--- config.mk ---
export PLATFORM = sky130hd
export DESIGN_NAME = instr_fetch_sequencer_flat
export DESIGN_NICKNAME = d
export VERILOG_FILES = /design/src/rtl/instr_fetch_sequencer_pkg.sv /design/src/rtl/instr_fetch_sequencer_if.sv /design/src/rtl/instr_fetch_sequencer_timestep_counter.sv /design/src/rtl/instr_fetch_sequencer.sv /design/src/flat_wrapper.sv
export SDC_FILE = /design/constraint.sdc
export NUM_CORES = 1
export LEC_CHECK = 0
export CORE_ASPECT_RATIO = 0.9
export CORE_MARGIN = 3
export CORE_UTILIZATION = 39
export CTS_CLUSTER_DIAMETER = 120
export CTS_CLUSTER_SIZE = 16
export DETAILED_ROUTE_END_ITERATION = 7
export PLACE_DENSITY = 0.76
export SETUP_SLACK_MARGIN = 0.05
export SLEW_MARGIN = 20
export SYNTH_ARGS = -nofsm -noshare
export SYNTH_HDL_FRONTEND = slang
export SYNTH_SLANG_ARGS = --single-unit
--- constraint.sdc ---
create_clock -name clk -period 1.5 [get_ports clk]
set_input_delay 0.225 -clock clk [delete_from_list [all_inputs] [get_ports clk]]
set_output_delay 0.225 -clock clk [all_outputs]
set_load 0.005 [all_outputs]
--- src/rtl/instr_fetch_sequencer_pkg.sv ---
// Shared definitions for the instruction fetch sequencer and the processor
// controller that decodes its IR and timestep outputs.
//   IW       instruction/data word width
//   TSW      timestep counter width
//   CNT_W    retired-instruction counter width
//   TS_FETCH timestep at which the next instruction word is fetched
//   TS_LAST  final timestep; reaching it without Clr is a sequencing error
package instr_fetch_sequencer_pkg;

  localparam int IW    = 10;
  localparam int TSW   = 2;
  localparam int CNT_W = 16;

  localparam logic [TSW-1:0] TS_FETCH = '0;
  localparam logic [TSW-1:0] TS_LAST  = '1;

  typedef enum logic {
    S_IDLE = 1'b0,
    S_RUN  = 1'b1
  } seq_state_t;

endpackage

--- src/rtl/instr_fetch_sequencer_if.sv ---
// External data port of the fetch sequencer: a word source offering data with
// a valid strobe, and the sequencer accepting it with ready.
//   data        word offered by the source (instruction or LOAD operand)
//   data_valid  source holds a valid word this cycle
//   data_ready  sequencer consumes the word this cycle (transfer on valid & ready)
// master = data source, slave = sequencer.
interface instr_fetch_sequencer_if
  import instr_fetch_sequencer_pkg::*;
#(
  parameter int IW = instr_fetch_sequencer_pkg::IW
);

  logic [IW-1:0] data;
  logic          data_valid;
  logic          data_ready;

  modport master (
    output data,
    output data_valid,
    input  data_ready
  );

  modport slave (
    input  data,
    input  data_valid,
    output data_ready
  );

endinterface

--- src/rtl/instr_fetch_sequencer_timestep_counter.sv ---
// Timestep counter for the fetch sequencer.
//   clk, rst_n  clock and asynchronous active-low reset
//   en          advance this cycle (frozen when low)
//   clr         with en: return to timestep 0 instead of incrementing
//   ts          current timestep
//   at_last     ts is at its final value
module timestep_counter #(
  parameter int TSW = 2
) (
  input  logic           clk,
  input  logic           rst_n,
  input  logic           en,
  input  logic           clr,
  output logic [TSW-1:0] ts,
  output logic           at_last
);

  always_ff @(posedge clk or negedge rst_n) begin
    if (!rst_n) begin
      ts <= '0;
    end else if (en) begin
      if (clr) ts <= '0;
      else     ts <= ts + 1'b1;
    end
  end

  assign at_last = &ts;

endmodule

--- src/rtl/instr_fetch_sequencer.sv ---
// Instruction fetch sequencer: upstream stage of the processor controller.
// Owns the instruction register and timestep counter, fetches words over a
// valid/ready port, freezes the timestep while the controller needs external
// data that is not yet valid, counts retired instructions and flags
// instructions that run off the last timestep without Clr.
//   clk, rst_n   clock and asynchronous active-low reset
//   run          1 = execute; 0 = halt at the next instruction boundary
//   bus          data / data_valid / data_ready word port (slave side)
//   IRin         latch the data word into IR
//   Ext          external data needed this timestep
//   Clr          instruction complete, return timestep to 0
//   IR           instruction register
//   timestep     current timestep
//   stall        timestep frozen waiting for data_valid
//   instr_done   one-cycle pulse in the cycle after a retire
//   instr_count  retired-instruction count (wraps)
//   seq_err      sticky: last timestep reached without Clr
module instr_fetch_sequencer
  import instr_fetch_sequencer_pkg::*;
#(
  parameter int IW    = instr_fetch_sequencer_pkg::IW,
  parameter int TSW   = instr_fetch_sequencer_pkg::TSW,
  parameter int CNT_W = instr_fetch_sequencer_pkg::CNT_W
) (
  input  logic                    clk,
  input  logic                    rst_n,
  input  logic                    run,
  instr_fetch_sequencer_if.slave  bus,
  input  logic                    IRin,
  input  logic                    Ext,
  input  logic                    Clr,
  output logic [IW-1:0]           IR,
  output logic [TSW-1:0]          timestep,
  output logic                    stall,
  output logic                    instr_done,
  output logic [CNT_W-1:0]        instr_count,
  output logic                    seq_err
);

  seq_state_t state;
  logic       in_run;
  logic       adv;
  logic       ts_zero;
  logic       at_last;
  logic       retire;
  logic       wrap_err;

  assign in_run         = (state == S_RUN);
  assign stall          = in_run & Ext & ~bus.data_valid;
  assign bus.data_ready = in_run & Ext & bus.data_valid;
  assign adv            = in_run & ~stall;
  assign ts_zero        = (timestep == '0);

  // Clr is ignored at timestep 0: the controller is still decoding the
  // previous IR there, so a Clr seen then belongs to the old instruction.
  assign retire   = adv & ~ts_zero & Clr;
  // at_last implies a nonzero timestep, so this never overlaps the ts0 case.
  assign wrap_err = adv & at_last & ~Clr;

  timestep_counter #(
    .TSW (TSW)
  ) u_ts (
    .clk     (clk),
    .rst_n   (rst_n),
    .en      (adv),
    .clr     (retire | wrap_err),
    .ts      (timestep),
    .at_last (at_last)
  );

  always_ff @(posedge clk or negedge rst_n) begin
    if (!rst_n) begin
      state       <= S_IDLE;
      IR          <= '0;
      instr_done  <= 1'b0;
      instr_count <= '0;
      seq_err     <= 1'b0;
    end else begin
      instr_done <= retire;
      if (adv && IRin) IR <= bus.data;
      if (retire)      instr_count <= instr_count + 1'b1;
      if (wrap_err)    seq_err <= 1'b1;
      case (state)
        S_IDLE:  if (run) state <= S_RUN;
        // Halting is only allowed on a retire edge, so a dropped run lets
        // the current instruction (including a pending fetch) finish first.
        S_RUN:   if (retire && !run) state <= S_IDLE;
        default: state <= S_IDLE;
      endcase
    end
  end

endmodule

--- src/flat_wrapper.sv ---
// flat-port wrapper written by rule: the top's interface ports become plain ports
module instr_fetch_sequencer_flat import instr_fetch_sequencer_pkg::*;
#(
  parameter int IW    = instr_fetch_sequencer_pkg::IW,
  parameter int TSW   = instr_fetch_sequencer_pkg::TSW,
  parameter int CNT_W = instr_fetch_sequencer_pkg::CNT_W
)
  (clk, rst_n, run, IRin, Ext, Clr, IR, timestep, stall, instr_done, instr_count, seq_err, bus_data, bus_data_valid, bus_data_ready);
  instr_fetch_sequencer_if #(.IW(IW)) bus_i ();
  input  logic clk;
  input  logic rst_n;
  input  logic run;
  input  logic IRin;
  input  logic Ext;
  input  logic Clr;
  output logic [IW-1:0] IR;
  output logic [TSW-1:0] timestep;
  output logic stall;
  output logic instr_done;
  output logic [CNT_W-1:0] instr_count;
  output logic seq_err;
  input wire logic [$bits(bus_i.data)-1:0] bus_data;
  input wire logic [$bits(bus_i.data_valid)-1:0] bus_data_valid;
  output wire logic [$bits(bus_i.data_ready)-1:0] bus_data_ready;
  assign bus_i.data = bus_data;
  assign bus_i.data_valid = bus_data_valid;
  assign bus_data_ready = bus_i.data_ready;
  instr_fetch_sequencer #(.IW(IW), .TSW(TSW), .CNT_W(CNT_W)) u_core (.clk(clk), .rst_n(rst_n), .run(run), .bus(bus_i), .IRin(IRin), .Ext(Ext), .Clr(Clr), .IR(IR), .timestep(timestep), .stall(stall), .instr_done(instr_done), .instr_count(instr_count), .seq_err(seq_err));
endmodule
=== Word-level counts from Yosys, hierarchy flattened ===
Index checks and enable logic that the tools add are counted.

* Bits in registers: 31
* Bits of input ports: 17
* Logic and storage cells: 31

* Add/subtract/negate cells: 2
* Mux-type cells: 4
* Bitwise logic cells: 14
* Reductions and logical operators: 5

{| class="wikitable"
|+ Operators by type and width
! kind !! count
|-
| 16-bit by 1-bit adder with 16-bit output, second input constant || 1
|-
| 1-bit AND || 8
|-
| 1-bit NOT || 5
|-
| 2-bit by 1-bit adder with 2-bit output, second input constant || 1
|-
| 1-bit logical AND || 2
|-
| 2-bit logical NOT || 1
|-
| 1-bit 2-to-1 mux || 2
|-
| 2-bit 2-to-1 mux || 1
|-
| 1-bit case mux with 2 select lines || 1
|-
| 2-bit AND reduction || 1
|-
| 1-bit logical NOT || 1
|-
| 1-bit OR || 1
|}

=== Logic depth before layout (Yosys ltp) ===
Gate-level depths: netlist (run 1).

* Depth after elaboration: 9
* Gate-level depth with buffers: 6
* Depth with buffers taken out: 6

=== Hierarchy ===
Synthesis (run 1) repeated with hierarchy kept, for this count alone.

* Cell total of the unflattened synthesis: 108
* Area, all modules: 1,358.8 sq um

{| class="wikitable"
|+ By module, submodules not included
! module !! instances !! cells each !! area an instance (sq um) !! seq. area each (sq um)
|-
| instr_fetch_sequencer || 1 || 100 || 1,263.7 || 725.7
|-
| timestep_counter || 1 || 8 || 95.1 || 50.0
|}

=== Worst setup path before layout (run 1) ===
Ideal clock, no wire load.

* Path type: reg2reg
* Start: reg u_core.u_ts.ts[0]
* End: reg u_core.instr_count[12]
* Library setup time: 124 ps
* Arrival: 1,456 ps
* Path slack: -80 ps
* Stages on the path, launching flop included: 7
* Period minus slack after synthesis: 1,580 ps
* Cells stage by stage: dfrtp_1 -> inv_1 -> ha_1 -> nand2b_2 -> nor4_4 -> nand4_1 -> xnor2_1

* Longest elaborated chain between the ends: 4

{| class="wikitable"
|+ Ends and longest elaborated chain
! element !! RTL line !! source
|-
| start, declared || instr_fetch_sequencer_timestep_counter.sv:14 || <nowiki>output logic [TSW-1:0] ts,</nowiki>
|-
| start signal, assigned || instr_fetch_sequencer_timestep_counter.sv:23 || <nowiki>else ts <= ts + 1'b1;</nowiki>
|-
| 2-bit logical NOT || instr_fetch_sequencer.sv:52 || <nowiki>assign ts_zero = (timestep == '0);</nowiki>
|-
| 1-bit NOT || instr_fetch_sequencer.sv:56 || <nowiki>assign retire = adv & ~ts_zero & Clr;</nowiki>
|-
| 1-bit AND (2 in series) || instr_fetch_sequencer.sv:56 ||
|-
| end signal, assigned || instr_fetch_sequencer.sv:81 || <nowiki>if (retire) instr_count <= instr_count + 1'b1;</nowiki>
|-
| end, declared || instr_fetch_sequencer.sv:36 || <nowiki>output logic [CNT_W-1:0] instr_count,</nowiki>
|}

No other way between the ends.
A chain may end at the register's enable or synchronous reset.

=== Final worst setup path (run 1) ===
* Start: reg u_core.u_ts.ts[0]
* End: reg u_core.instr_count[1]

* Longest elaborated chain between the ends: 4

{| class="wikitable"
|+ Ends and longest elaborated chain
! element !! RTL line !! source
|-
| 2-bit logical NOT || instr_fetch_sequencer.sv:52 ||
|-
| 1-bit NOT || instr_fetch_sequencer.sv:56 ||
|-
| 1-bit AND (2 in series) || instr_fetch_sequencer.sv:56 ||
|-
| net u_core.retire || instr_fetch_sequencer.sv:45 || <nowiki>logic retire;</nowiki>
|}

The timed path passes the listed nets, and every way through them passes these cells.

==> results of run 1 <==
==> logic make-up (layout without fill, tap and decap cells) <==
group | count (synthesis) | in the layout | share of synthesized area [%]
compound gates | 4 | 4 | 1.94
xor+xnor | 15 | 15 | 9.71
fa+ha+maj | 3 | 3 | 2.78
buf+inv | 5 | 90 | 1.39
flops | 31 | 31 | 57.4
mux | 11 | 11 | 9.16
simple gates | 36 | 36 | 17.7
==> placed cells by master, fill, tap and decap left out, types with 2 or more instances in the layout <==
cell,n
and3_1,2
buf_4,30
clkbuf_8,6
clkdlybuf4s50_1,38
dfrtp_1,30
dlygate4sd2_1,7
dlymetal6s2s_1,3
inv_1,3
inv_2,2
mux2_1,10
nand2_1,7
nand3_1,8
nand4_1,5
nor2_1,2
nor3_4,2
o21bai_1,2
xnor2_1,13
xor2_1,2
==> path summary, 6_finish.rpt <==
| kind | slack [ps] | depth (start not counted) | end | startpoint |
|---|---|---|---|---|
| setup / recovery | 40 | 5 | u_core.instr_count[1]$_DFFE_PN0P_ | u_core.u_ts.ts[0]$_DFFE_PN0N_ |
| hold / removal | 320 | 2 | u_core.instr_count[8]$_DFFE_PN0P_ | rst_n |
| setup reg to reg | 40 | 5 | u_core.instr_count[1]$_DFFE_PN0P_ | u_core.u_ts.ts[0]$_DFFE_PN0N_ |
| hold reg to reg | 480 | 1 | u_core.instr_count[15]$_DFFE_PN0P_ | u_core.instr_count[15]$_DFFE_PN0P_ |
| max in group asynchronous | 880 | 2 | u_core.instr_count[4]$_DFFE_PN0P_ | rst_n |
| min in group clk | 480 | 1 | u_core.instr_count[15]$_DFFE_PN0P_ | u_core.instr_count[15]$_DFFE_PN0P_ |
==> what timing repair did <==
| item | 4_1_cts | 5_1_grt |
|---|---|---|
| pin swaps | 1 | 7 |
| resized for setup | 9 | 8 |
| buffers inserted | 10 | 9 |
| endpoints found under the setup margin | 16 | 32 |
==> through the flow <==
step	worst slack (ps)	utilization, %
6_report	40.8	70.2
5_1_grt	-49.1	70.2
4_1_cts	44.0	67.1
3_5_place_dp	-247	62.1
3_3_place_gp	-207	62.1
2_1_floorplan	33.5	-
==> final cells by class <==
class                   instances  area (um^2)
clock buffers                   6         82.6
clock inverters                 1         5.00
fillers                       239          950
inverters                       5         18.8
multi-input cells              69          596
flip-flops and latches         31          777
well taps                      42         52.6
repair buffers                 78          704
==> sequential cells by signal, indices dropped and copies added, names as in the netlist <==
register and cells:
u_core.instr_count 16, u_core.instr_done 1, u_core.IR 10, u_core.seq_err 1, u_core.in_run 1, u_core.u_ts.ts 2
==> routing by layer <==
layer | global-route usage [%] | vias to the layer above
met2 | 28.2 | 27
met4 | 7.65 | 0
met1 | 19.8 | 544
li1 | - | 530
met3 | 5.04 | 4
met5 | 0 | -
==> power groups by stage <==
stage	Sequential, mW	Combinational, mW	Clock (mW)
2_1_floorplan	1.21	0.372	0
3_3_place_gp	1.17	1.04	0
3_5_place_dp	1.18	1.06	0
4_1_cts	1.15	1.14	0.678
5_1_grt	1.18	1.33	0.724
6_report	1.15	1.21	0.657
==> flow_summary.json, run 1 <==
{
  "status": "finished clean",
  "slowest_stage": "dfrtp_1",
  "design_area_mm2": 0.00224,
  "relSlewSlack_pct": 74.7,
  "syn_area_per_cell_um2": 12.9,
  "antenna_found_initial": 0,
  "clk-insertion-delay-late_ps": 280,
  "pwr-share-seq_pct": 38.2,
  "hold_viol_final": 0,
  "clock-root-buffer": "clkbuf_8",
  "via_per_inst": 4.76,
  "die-width_um": 68.1,
  "combPwrFrac_pct": 40.0,
  "grtUsageTotal_pct": 16.7,
  "ys_async_sr_fraction_pct": 100,
  "swShare_pct": 29.5,
  "wl_met2_mm": 1.79,
  "max_freq_ghz": 0.685,
  "netlist_top_cells_area": "dfrtp_1, mux2_1, xnor2_1",
  "skew_ps": 4.64,
  "switchingPower_uw": 889,
  "path_buf_inv": 1,
  "cts_sinks": 31,
  "setup_viol": 0,
  "ioPinCount": 49,
  "netlist_area_mm2": 0.00135,
  "crit_family": "simple AND/OR/NAND/NOR gates",
  "port_buffers": 48,
  "fin_setup_tns_ps": 0,
  "grt_pass1_vias": 1113,
  "grt_overflow": 0,
  "slew_violations": 0,
  "cts_tree": "built",
  "path_cells": "inv_1, ha_2, nand2b_4, nor3_4, mux2_4",
  "yosysUniqueCellTypes": 25,
  "wl_met1_mm": 1.26,
  "drc": 0,
  "critPathArrivalTime_ps": 1630,
  "initial_core_util_pct": 42.5,
  "maxCapViolCount": 0,
  "pwr-share-clk_pct": 21.8,
  "ir_worst_vdd_v": 0.000848,
  "htree_num_levels": 2,
  "postCtsHoldBufs": 0,
  "gp_congestion": 0.812,
  "worst_pin_slew_ps": 379,
  "cts-buffers-inserted": 5,
  "path_clk_slew_ps": 60,
  "rows": 19,
  "drive_above_1_share_pct": 27.4,
  "syn_inst": 105,
  "power_density_mw_per_mm2": 1350,
  "endpoint_kind": "flop",
  "yosys.area.top_type": "dfrtp_1",
  "min_period_over_period_pct": 97.3,
  "p_int_mw": 2.13,
  "num_antenna_cells": 0,
  "hold_path_class": "in -> async",
  "vias": 1105,
  "synth_seq_area_share_pct": 57.4,
  "wl_mm": 3.23,
  "routedWlPerCell_um": 13.9,
  "synthTopCellsByCount": "dfrtp_1, xnor2_1, mux2_1, nand2_1, nand3_1",
  "synth_edf_count": 0,
  "crit_required_ps": 1670,
  "die-area_mm2": 0.00421,
  "place_inst": 206,
  "dr.pass1.iters": 4,
  "dp_hpwl_mm": 2.23,
  "grt_pass1_wl_mm": 5.09,
  "ant_nets": 0,
  "total_power_mw": 3.02,
  "post_dp_cell_area_mm2": 0.00198,
  "yosys_warnings": 0,
  "crit_fanout": 4,
  "holdWs_ps": 324,
  "grt_max_degree": 32,
  "synth_nets": 125,
  "die_h_um": 61.9,
  "synth_top_area_share_pct": 57.4,
  "ys_ff_latch": 31,
  "area_delta_synth_final_pct": 65.3,
  "core_area_mm2": 0.00319,
  "period_needed_ps": 1460,
  "synthFlopType": "dfrtp_1",
  "slowest_delay_ps": 360,
  "wl_met3_um": 139,
  "drt-initial-drc-count": 53,
  "synth_most_common_cell": "dfrtp_1",
  "nNetsFinal": 210,
  "layout.cells.non_filler": 232,
  "crit_type": "reg -> reg",
  "startpoint_type": "flop",
  "rsz0062_at_grt": "yes",
  "p_leak_nw": 1.03,
  "cts_buffer_depth": 2,
  "top_layer": "met4"
}
Note: power is estimated with default switching activity, not from simulation.
==> inputs of run 2 (changes only) <==
--- a/config.mk
+++ b/config.mk
@@ -5,13 +5,15 @@
 export SDC_FILE = /design/constraint.sdc
 export NUM_CORES = 1
 export LEC_CHECK = 0
+export CAP_MARGIN = 20
 export CORE_ASPECT_RATIO = 0.9
 export CORE_MARGIN = 3
-export CORE_UTILIZATION = 39
+export CORE_UTILIZATION = 41
+export CTS_BUF_LIST = sky130_fd_sc_hd__clkbuf_8
 export CTS_CLUSTER_DIAMETER = 120
 export CTS_CLUSTER_SIZE = 16
 export DETAILED_ROUTE_END_ITERATION = 7
-export PLACE_DENSITY = 0.76
+export PLACE_DENSITY = 0.79
 export SETUP_SLACK_MARGIN = 0.05
 export SLEW_MARGIN = 20
 export SYNTH_ARGS = -nofsm -noshare
==> run 2 against run 1 <==
Against the previous run: critical path depth unchanged; largest cell class unchanged; sequential share of layout area shrank 0.14 points; non-clock buffer count shrank 3; routed wire length grew 1.3%; highest routed layer unchanged; hold slack improved by 7.4 ps; first-iteration DRC count fell by 60%.
==> flow_summary.json, run 2 (synthesis results as in run 1) <==
{
  "period_needed_ps": 1460,
  "endpoint_kind": "flop",
  "layout_common_cells": "clkdlybuf4s50_1, dfrtp_1, buf_4",
  "top_register": "u_core.instr_count",
  "place_inst": 204,
  "cts-buffers-inserted": 5,
  "gp_congestion": 0.814,
  "max_freq_ghz": 0.685,
  "pre_cts_ws_ps": -294,
  "critPathArrivalTime_ps": 1630,
  "reg2reg_slack_ps": 40,
  "fin_ws_ps": 39.6,
  "fin_setup_tns_ps": 0,
  "maxCapViolCount": 0,
  "crit_fanout": 3,
  "dr.pass1.iters": 4,
  "setup_viol": 0,
  "grt_max_degree": 32,
  "path_clk_slew_ps": 70,
  "r2r-end": "u_core.instr_count[15]$_DFFE_PN0P_",
  "status": "finished clean",
  "die-area_mm2": 0.00403,
  "min_period_over_period_pct": 97.4,
  "initial_core_util_pct": 43.4,
  "hold_viol_final": 0,
  "worst_pin_slew_ps": 384,
  "grtUsageTotal_pct": 17.1,
  "largest_reg_flops": 16,
  "core_area_mm2": 0.00311,
  "rsz0062_at_grt": "yes",
  "ioPinCount": 49,
  "htree_num_levels": 2,
  "cts_sinks": 31,
  "hold_path_class": "in -> async",
  "layout.cells.non_filler": 230,
  "final_common_cell": "clkdlybuf4s50_1",
  "holdWs_ps": 332,
  "dp_hpwl_mm": 2.21,
  "antenna_found_initial": 0,
  "skew_ps": 8.72,
  "die_h_um": 60.5,
  "nNetsFinal": 207,
  "reg2reg_depth": 5,
  "postCtsHoldBufs": 0,
  "grt_pass1_wl_mm": 4.97,
  "die-width_um": 66.5,
  "clock-root-buffer": "clkbuf_8",
  "num_antenna_cells": 0,
  "ant_nets": 0,
  "rows": 19,
  "cts_buffer_depth": 2,
  "ir_worst_vdd_v": 0.00120,
  "slew_violations": 0,
  "port_buffers": 48,
  "power_density_mw_per_mm2": 1380,
  "vias": 1095,
  "startpoint_type": "flop",
  "crit_required_ps": 1670,
  "via_per_inst": 4.76,
  "drc": 0,
  "crit_type": "reg -> reg",
  "drive_above_1_share_pct": 27.1,
  "area_delta_synth_final_pct": 66.5,
  "wl_mm": 3.28,
  "p_leak_nw": 1.06,
  "relSlewSlack_pct": 74.4,
  "cts_tree": "built",
  "r2r_start": "u_core.instr_count[7]$_DFFE_PN0P_",
  "routedWlPerCell_um": 14.2,
  "grt_overflow": 0,
  "clk-insertion-delay-late_ps": 290,
  "grt_pass1_vias": 1112,
  "drt-initial-drc-count": 21,
  "top_regs": "u_core.instr_count: 16 flops, u_core.IR: 10 flops, u_core.u_ts.ts: 2 flops"
}
==> run 2: cell type report <==
cell class | count | area [um^2]
flip-flops and latches | 31 | 779
inverters | 5 | 18.8
multi-input cells | 69 | 594
well taps | 42 | 52.6
clock buffers | 6 | 82.6
repair buffers | 75 | 689
fillers | 207 | 862
clock inverters | 2 | 35.0
==> run 2: per-stage QoR <==
stage          instance area (um^2)  util, %  power (mW)
2_1_floorplan                  1360        -        1.58
3_3_place_gp                   1960     63.1        2.19
3_5_place_dp                   1960     63.1        2.23
4_1_cts                        2150     69.1        3.11
5_1_grt                        2250     72.3        3.33
6_report                       2250     72.3        3.12
==> run 2: timing repair <==
action	in CTS	in global routing
setup buffers	10	8
setup endpoints to repair	32	32
pin swaps	4	3
resized for setup	10	11
==> run 2: where the power goes <==
part	internal (mW)	switching (mW)
registers	1.03	0.127
clock network	0.537	0.304
logic	0.691	0.428
total	2.26	0.859
==> run 2: critical path: stages, from the launching register on <==
cell and delay (ps):
dfrtp_1 430, buf_4 140, nand3_1 120, nor4_1 350, nand3_1 160, xnor2_1 140
==> run 2: worst max path at each step <==
| stage | endpoint | depth (start not counted) | startpoint |
|---|---|---|---|
| 6_report | u_core.instr_count[15]$_DFFE_PN0P_ | 5 | u_core.instr_count[7]$_DFFE_PN0P_ |
| 3_3_place_gp | u_core.IR[1]$_DFFE_PN0P_ | 5 | Ext |
| 5_1_grt | u_core.instr_count[9]$_DFFE_PN0P_ | 6 | u_core.u_ts.ts[1]$_DFFE_PN0N_ |
| 3_5_place_dp | u_core.IR[7]$_DFFE_PN0P_ | 5 | Ext |
| 2_1_floorplan | u_core.instr_count[1]$_DFFE_PN0P_ | 5 | u_core.u_ts.ts[0]$_DFFE_PN0N_ |
| 4_1_cts | u_core.instr_count[9]$_DFFE_PN0P_ | 6 | u_core.u_ts.ts[1]$_DFFE_PN0N_ |
==> run 2: layer usage <==
metal | vias to the layer above | part of all wire [%] | global-route usage, %
met5 | - | 0 | 0
met4 | 0 | 2.5 | 11.3
met3 | 8 | 6.9 | 5.93
met2 | 43 | 48 | 26.3
met1 | 517 | 42 | 20.6
li1 | 527 | - | -
==> inputs of run 3 (changes only) <==
--- a/config.mk
+++ b/config.mk
@@ -5,9 +5,8 @@
 export SDC_FILE = /design/constraint.sdc
 export NUM_CORES = 1
 export LEC_CHECK = 0
-export CAP_MARGIN = 20
 export CORE_ASPECT_RATIO = 0.9
-export CORE_MARGIN = 3
+export CORE_MARGIN = 2
 export CORE_UTILIZATION = 41
 export CTS_BUF_LIST = sky130_fd_sc_hd__clkbuf_8
 export CTS_CLUSTER_DIAMETER = 120
==> run 3 against run 2 <==
Against the previous run: combinational power grew 20%; total power grew 6.8%; hold slack gained 4.2 ps.
==> flow_summary.json, run 3 (synthesis results as in run 1) <==
{
  "die_h_um": 58.5,
  "rsz0062_at_grt": "yes",
  "vias": 1137,
  "initial_core_util_pct": 43.8,
  "startpoint_type": "flop",
  "dr.pass1.iters": 4,
  "wl_mm": 3.32,
  "p_leak_nw": 1.07,
  "largest_reg_flops": 16,
  "r2r_start": "u_core.u_ts.ts[1]$_DFFE_PN0N_",
  "grt_overflow": 0,
  "crit_required_ps": 1670,
  "cts-buffers-inserted": 5,
  "grt_max_degree": 32,
  "cts_tree": "built",
  "post_dp_cell_area_mm2": 0.00196,
  "layout.cells.non_filler": 235,
  "clock-root-buffer": "clkbuf_8",
  "via_per_inst": 4.84,
  "rows": 19,
  "hold_viol_final": 0,
  "grt_pass1_vias": 1235,
  "fin_setup_tns_ps": 0,
  "r2r-end": "u_core.instr_count[1]$_DFFE_PN0P_",
  "core_area_mm2": 0.00309,
  "num_antenna_cells": 0,
  "postCtsHoldBufs": 0,
  "period_needed_ps": 1450,
  "worst_pin_slew_ps": 392,
  "holdWs_ps": 336,
  "endpoint_kind": "flop",
  "ir_worst_vdd_v": 0.00132,
  "ioPinCount": 49,
  "antenna_found_initial": 0,
  "power_density_mw_per_mm2": 1450,
  "cts_sinks": 31,
  "ant_nets": 0,
  "grt_pass1_wl_mm": 5.54,
  "htree_num_levels": 2,
  "layout_common_cells": "clkdlybuf4s50_1, buf_4, dfrtp_1",
  "setup_viol": 0,
  "top_regs": "u_core.instr_count: 16 flops, u_core.IR: 10 flops, u_core.u_ts.ts: 2 flops",
  "critPathArrivalTime_ps": 1620,
  "reg2reg_slack_ps": 50,
  "slew_violations": 0,
  "reg2reg_depth": 5,
  "status": "finished clean",
  "die-width_um": 64.5,
  "crit_start": "u_core.u_ts.ts[1]$_DFFE_PN0N_",
  "routedWlPerCell_um": 14.1,
  "dp_hpwl_mm": 2.16,
  "gp_congestion": 0.791,
  "maxCapViolCount": 0,
  "drive_above_1_share_pct": 29.5,
  "relSlewSlack_pct": 73.9,
  "crit_fanout": 4,
  "final_util_pct": 74.5,
  "total_power_mw": 3.33,
  "fin_ws_ps": 46.7,
  "drc": 0,
  "max_freq_ghz": 0.688,
  "top_register": "u_core.instr_count",
  "skew_ps": 5.20,
  "cts_buffer_depth": 2,
  "drt-initial-drc-count": 20,
  "final_common_cell": "clkdlybuf4s50_1",
  "path_clk_slew_ps": 70,
  "clk-insertion-delay-late_ps": 280,
  "hold_path_class": "in -> async",
  "pre_cts_ws_ps": -322,
  "design_area_mm2": 0.00230,
  "grtUsageTotal_pct": 19.9,
  "crit_type": "reg -> reg",
  "port_buffers": 48,
  "cp-endpoint": "u_core.instr_count[1]$_DFFE_PN0P_",
  "min_period_over_period_pct": 96.9,
  "nNetsFinal": 212,
  "place_inst": 204,
  "area_delta_synth_final_pct": 70.2,
  "die-area_mm2": 0.00377
}
==> run 3: cell count changes in the layout (fill, tap and decap cells not counted), sizes merged <==
cell  delta
buf      +5
==> run 3: timing repair <==
| action | CTS | global route |
|---|---|---|
| endpoints found under the setup margin | 27 | 21 |
| endpoints found under the hold margin | 0 | 0 |
| gates resized for setup | 13 | 10 |
| setup buffers | 17 | 6 |
| pin swaps | 2 | 6 |
==> run 3: layer usage <==
metal | track usage, % | vias to the layer above | part of all wire [%]
met2 | 34.7 | 31 | 53
met5 | 0 | - | 0
met4 | 7.29 | 0 | 1.7
met1 | 22.2 | 562 | 40
li1 | - | 536 | -
met3 | 8.22 | 8 | 5.4
==> run 3: final cells by class <==
class	count	area (um^2)
clock inverters	2	35.0
well taps	42	52.6
clock buffers	6	82.6
multi-input cells	69	606
repair buffers	80	731
inverters	5	18.8
fillers	214	788
flip-flops and latches	31	777
==> run 3: how the worst min path moves through the flow <==
stage / from / to
2_1_floorplan: rst_n / u_core.IR[0]$_DFFE_PN0P_
3_3_place_gp: u_core.instr_count[15]$_DFFE_PN0P_ / u_core.instr_count[15]$_DFFE_PN0P_
3_5_place_dp: u_core.instr_count[15]$_DFFE_PN0P_ / u_core.instr_count[15]$_DFFE_PN0P_
4_1_cts: rst_n / u_core.instr_count[2]$_DFFE_PN0P_
5_1_grt: rst_n / u_core.IR[3]$_DFFE_PN0P_
6_report: rst_n / u_core.IR[8]$_DFFE_PN0P_
==> run 3: critical path, stage by stage, from the launching register on <==
cell and delay [ps]:
dfrtp_1 360, inv_2 60, ha_4 150, nand2b_4 170, nor3_4 280, mux2_4 330
==> run 3: report_power, final <==
part           internal, mW  leakage (nW)  switching, mW
Sequential             1.03         0.388          0.113
Clock                 0.537        0.0612          0.311
Combinational         0.814         0.620          0.521
Total                  2.38          1.07          0.946
==> RTL change 1 (flow settings as in run 2) <==
Register the output `instr_count` once more, cleared by the reset; this adds one clock of latency there. The other outputs are not delayed to match.
--- a/src/rtl/instr_fetch_sequencer.sv
+++ b/src/rtl/instr_fetch_sequencer.sv
@@ -37,6 +37,8 @@
   output logic                    seq_err
 );
 
+  logic [CNT_W-1:0] instr_count_s0;
+
   seq_state_t state;
   logic       in_run;
   logic       adv;
@@ -73,12 +75,12 @@
       state       <= S_IDLE;
       IR          <= '0;
       instr_done  <= 1'b0;
-      instr_count <= '0;
+      instr_count_s0 <= '0;
       seq_err     <= 1'b0;
     end else begin
       instr_done <= retire;
       if (adv && IRin) IR <= bus.data;
-      if (retire)      instr_count <= instr_count + 1'b1;
+      if (retire)      instr_count_s0 <= instr_count_s0 + 1'b1;
       if (wrap_err)    seq_err <= 1'b1;
       case (state)
         S_IDLE:  if (run) state <= S_RUN;
@@ -90,5 +92,13 @@
     end
   end
 
+  always_ff @(posedge clk or negedge rst_n) begin
+    if (!rst_n) begin
+      instr_count <= '0;
+    end else begin
+      instr_count <= instr_count_s0;
+    end
+  end
+
 endmodule
 
Function: changed (Yosys sat finds a counterexample within 4 cycles, from zero or initial values and one cycle with rst_n low).
==> RTL change 1 against run 2 <==
The flow now finishes with violations (negative setup slack); combinational power is 7% lower; final area grew 17%; critical endpoint is now u_core.instr_count_s0[10]; routed wire length rose by 10%; area after synthesis rose by 36%; non-clock buffer count decreased by 10; power rose by 11%; clock skew down 0.0012 ns; global-route usage fell by 3.0 points; sequential cell count is 16 higher; fmax is 5.5% lower; worst setup slack worse by 0.085 ns.
==> RTL change 1: results <==
layout:
  nonClkBufAreaFrac_pct: 23.0
  multi_input_area_sq_um: 676
  fill_cells: 326
  multi_input_comb_cells: 72
  number_of_nets_in_the_final_layout: 216
  biggestRegsByFlops: "u_core.instr_count: 16 flops, u_core.instr_count_s0: 16 flops, u_core.IR: 10 flops"
  nNonClkBuffers: 65
  sequential_cell_area_sq_mm: 0.00118
  drive_gt1_share_pct: 28.1
  clock_buffers: 5
synth:
  yosys_register_bits: 47
  adder_cell_fraction_of_synth_area_pct: 2.04
  synth-compound-area-share_pct: 1.36
  synthesis.nets: 146
  ys_types: 28
  synth_cells: 126
  synthTopCellsByArea: "sky130_fd_sc_hd__dfrtp_1 (64%), sky130_fd_sc_hd__mux2_2 (6.1%), sky130_fd_sc_hd__xor2_1 (4.3%)"
  netlist_top_cells_count: "sky130_fd_sc_hd__dfrtp_1 (47), sky130_fd_sc_hd__mux2_2 (10), sky130_fd_sc_hd__nand2_1 (10)"
  ys_seq_area_share_pct: 64.1
  yosys-mux-area-fraction_pct: 6.75
critical_path:
  worstReg2RegStart: "u_core.u_ts.ts[1]"
  setup.worst_path.end: "u_core.instr_count_s0[10]"
  path_depth_of_the_worst_reg2reg_path: 7
  reg2reg_to: "u_core.instr_count_s0[10]"
  cpPeakStageDelay_ns: 0.36
sta:
  setup-tns-final_ns: -0.0590
  postLayoutSetupSlackWorst_ns: -0.0453
  max-slew-margin-rel_pct: 70.8
  final-setup-viol-count: 2
power:
  maximum_resistive_drop_on_vdd_v: 0.000741
  power.leakage_nw: 1.26
  seqPwrFrac_pct: 49.0
  net-switching-power_w: 0.000959
  clk-power_w: 0.000720
status:
  outcome: "complete, but fails checks"
  violations: "negative setup slack"
global_route:
  grt_pass1_wl_um: 5800
  grt_total_usage_pct: 14.1
  grt_max_degree: 21
  globalRouteMet3Util_pct: 4.29
  grtUsageMet1_pct: 15.0
routing:
  first_iter_violations: 78
  wl_met3_um: 178
  vias_per_cell: 4.63
  met1_length_um: 1380
  wl_um: 3620
placed_design:
  finalWeightedCongestion: 0.767
  dpl.cell_count: 243
  place.detailed.hpwl_um: 2640
clock_network:
  cts_setup_buffers: 2
  ctsResizeCount: 5
## RTL change 1: changes by cell type after synthesis, moves of 5 or more
cell | before | now
sky130_fd_sc_hd__dfrtp_1 | 31 | 47
sky130_fd_sc_hd__mux2_1 | 11 | 1
sky130_fd_sc_hd__mux2_2 | 0 | 10
sky130_fd_sc_hd__nand3_1 | 8 | 3
sky130_fd_sc_hd__nor3_2 | 0 | 6
sky130_fd_sc_hd__xnor2_1 | 13 | 6
sky130_fd_sc_hd__xor2_1 | 2 | 9
## RTL change 1: through the flow
step	instance area (sq um)	total power, W	hold WS (ns)	worst slack [ns]
after detailed placement	2450	0.00274	0.190	-0.286
after global placement	2450	0.00269	0.185	-0.196
after global routing	2630	0.00366	0.427	-0.0722
after floorplan	1850	0.00213	-0.0706	0.0467
final	2630	0.00346	0.393	-0.0453
after CTS	2560	0.00346	0.403	-0.0435
==> RTL change 2 (settings of run 2) <==
Made on the original files. `TSW` is set to 2 in 2 places; all go to 1.
--- a/src/rtl/instr_fetch_sequencer_pkg.sv
+++ b/src/rtl/instr_fetch_sequencer_pkg.sv
@@ -8,7 +8,7 @@
 package instr_fetch_sequencer_pkg;
 
   localparam int IW    = 10;
-  localparam int TSW   = 2;
+  localparam int TSW   = 1;
   localparam int CNT_W = 16;
 
   localparam logic [TSW-1:0] TS_FETCH = '0;
--- a/src/rtl/instr_fetch_sequencer_timestep_counter.sv
+++ b/src/rtl/instr_fetch_sequencer_timestep_counter.sv
@@ -5,7 +5,7 @@
 //   ts          current timestep
 //   at_last     ts is at its final value
 module timestep_counter #(
-  parameter int TSW = 2
+  parameter int TSW = 1
 ) (
   input  logic           clk,
   input  logic           rst_n,
Interface: changed (resized timestep); port bits go from 49 to 48. The function was not compared with the original's and may differ.
==> RTL change 2 against run 2 <==
Routed wire length fell by 15%; final area fell by 8.6%; fmax rose by 3.0%; worst setup slack improved by 0.042 ns; power fell by 13%; cell count fell by 9.6%; area after synthesis fell by 6.0%; utilization fell by 0.31 points; largest power group unchanged; critical path type is now reg2out; sequential cell count fell by 1; synthesized cell count fell by 10%; via count fell by 10%; first-iteration DRC count rose by 14%.
==> RTL change 2: results <==
status:
  outcome: "finished clean"
critical_path:
  timing.critical_path.slowest_stage_cell: "sky130_fd_sc_hd__clkdlybuf4s50_1"
  setup.worst_path.end: "instr_count[11]"
  cpPeakStageDelay_ns: 0.53
  critical_path.max_fanout: 4
  reg2reg_to: "u_core.instr_count[14]"
  critical_path.top_delay_family: "buffers and inverters"
  worstReg2RegStart: "u_core.instr_count[0]"
  setup.worst_path.class: "reg2out"
  critical_path.startpoint: "u_core.instr_count[11]"
  worstPathArrival_ns: 1.19
  r2r_slack_ns: 0.09
sta:
  max-slew-margin-rel_pct: 75.6
  setup_skew_after_layout_ns: 0.00648
min_path:
  worstHoldPathType: "in2async"
power:
  maximum_resistive_drop_on_vdd_v: 0.000750
  power-per-cell-area_mw_per_mm2: 1320
  power.leakage_nw: 0.954
synth:
  synthesis.nets: 112
  netlist_top_cells_count: "sky130_fd_sc_hd__dfrtp_1 (30), sky130_fd_sc_hd__xnor2_1 (14), sky130_fd_sc_hd__mux2_2 (10)"
  synthTopCellsByArea: "sky130_fd_sc_hd__dfrtp_1 (59%), sky130_fd_sc_hd__xnor2_1 (9.6%), sky130_fd_sc_hd__mux2_2 (8.9%)"
  ys_types: 23
  ys_seq_area_share_pct: 59.1
routing:
  first_iter_violations: 24
  wl_per_cell_um: 13.5
  vias_per_cell: 4.72
placed_design:
  finalWeightedCongestion: 0.779
  port_buffers: 47
  place.detailed.hpwl_um: 1890
  placedInstanceArea_sq_mm: 0.00182
layout:
  drive_gt1_share_pct: 28.0
  fill_cells: 197
  number_of_nets_in_the_final_layout: 185
  biggestRegsByFlops: "u_core.instr_count: 16 flops, u_core.IR: 10 flops"
global_route:
  grt_total_usage_pct: 15.8
  grt_pass1_wl_um: 4540
  grt_max_degree: 31
  grt_pass1_vias: 1004
## RTL change 2: cell types whose count changed in the layout (fill, tap and decap cells not counted), sizes merged, moves of 3 or more
cell,delta
clkdlybuf4s50,+3
dlygate4sd2,-3
buf,-7
inv,-3
## RTL change 2: final cells by class
type                            instances  area share [%]
Sequential cell                        30            36.6
Inverter                                2           0.365
Tap cell                               40            2.43
Clock buffer                            5            3.34
Clock inverter                          3            1.94
Timing Repair Buffer                   67            30.4
Multi-Input combinational cell         61            24.9
## RTL change 2: cells by family (layout without fill, tap and decap cells)
family / after synthesis / in the layout / share of synthesized area (%)
and+or+nand+nor: 31 / 31 / 16.8
DFF: 30 / 30 / 59.1
xor gates and xnor gates: 16 / 16 / 11.0
muxes: 11 / 11 / 9.74
buffers and inverters: 3 / 77 / 1.18
AOI/OAI and AO/OA: 2 / 2 / 1.18
adders and majority gates: 1 / 1 / 0.984
## RTL change 2: repair_timing
item,CTS,global route
setup buffers,8,7
hold buffers,0,0
gates cloned,0,0
setup endpoints to repair,9,14
pin swaps,0,2
resized for setup,5,5
## RTL change 2: power breakdown
part	leakage [nW]	internal, W	switching, W
Combinational	0.523	0.000552	0.000315
Clock	0.0579	0.000488	0.000292
Sequential	0.373	0.000967	0.0000998
Total	0.954	0.00201	0.000707
## RTL change 2: metrics by stage
step	cells	setup WS (ns)	setup TNS (ns)
2_1_floorplan	94	0.237	0
3_3_place_gp	185	-0.188	-3.81
3_5_place_dp	185	-0.213	-4.77
4_1_cts	201	0.0529	0
5_1_grt	208	-0.00941	-0.00941
6_report	208	0.0816	0
## RTL change 2: per-layer routing
| metal | share of wire (%) | vias to the layer above | GRT usage [%] |
|---|---|---|---|
| li1 | - | 469 | - |
| met3 | 8.6 | 2 | 6.49 |
| met4 | 0.89 | 0 | 7.23 |
| met2 | 47 | 40 | 26.2 |
| met1 | 43 | 471 | 18.0 |
| met5 | 0 | - | 0 |
## RTL change 2: how the worst min path moves through the flow
stage | cells past startpoint | slack, ns | endpoint | startpoint
after detailed placement | 1 | 0.46 | u_core.instr_count[15] | u_core.instr_count[15]
after global routing | 2 | 0.37 | u_core.u_ts.at_last | rst_n
final | 2 | 0.33 | u_core.instr_count[4] | rst_n
after global placement | 1 | 0.46 | u_core.instr_count[15] | u_core.instr_count[15]
after floorplan | 0 | -0.07 | u_core.IR[0] | rst_n
after CTS | 2 | 0.34 | u_core.instr_count[5] | rst_n
## RTL change 2: worst reg2reg max path, delay by kind of cell (launching register included)
family                   cells  cell delay [ns]
adder cells (fa/ha/maj)      1             0.17
AND/OR/NAND/NOR              3             0.57
XOR/XNOR                     1             0.16
flip-flops                   1             0.40
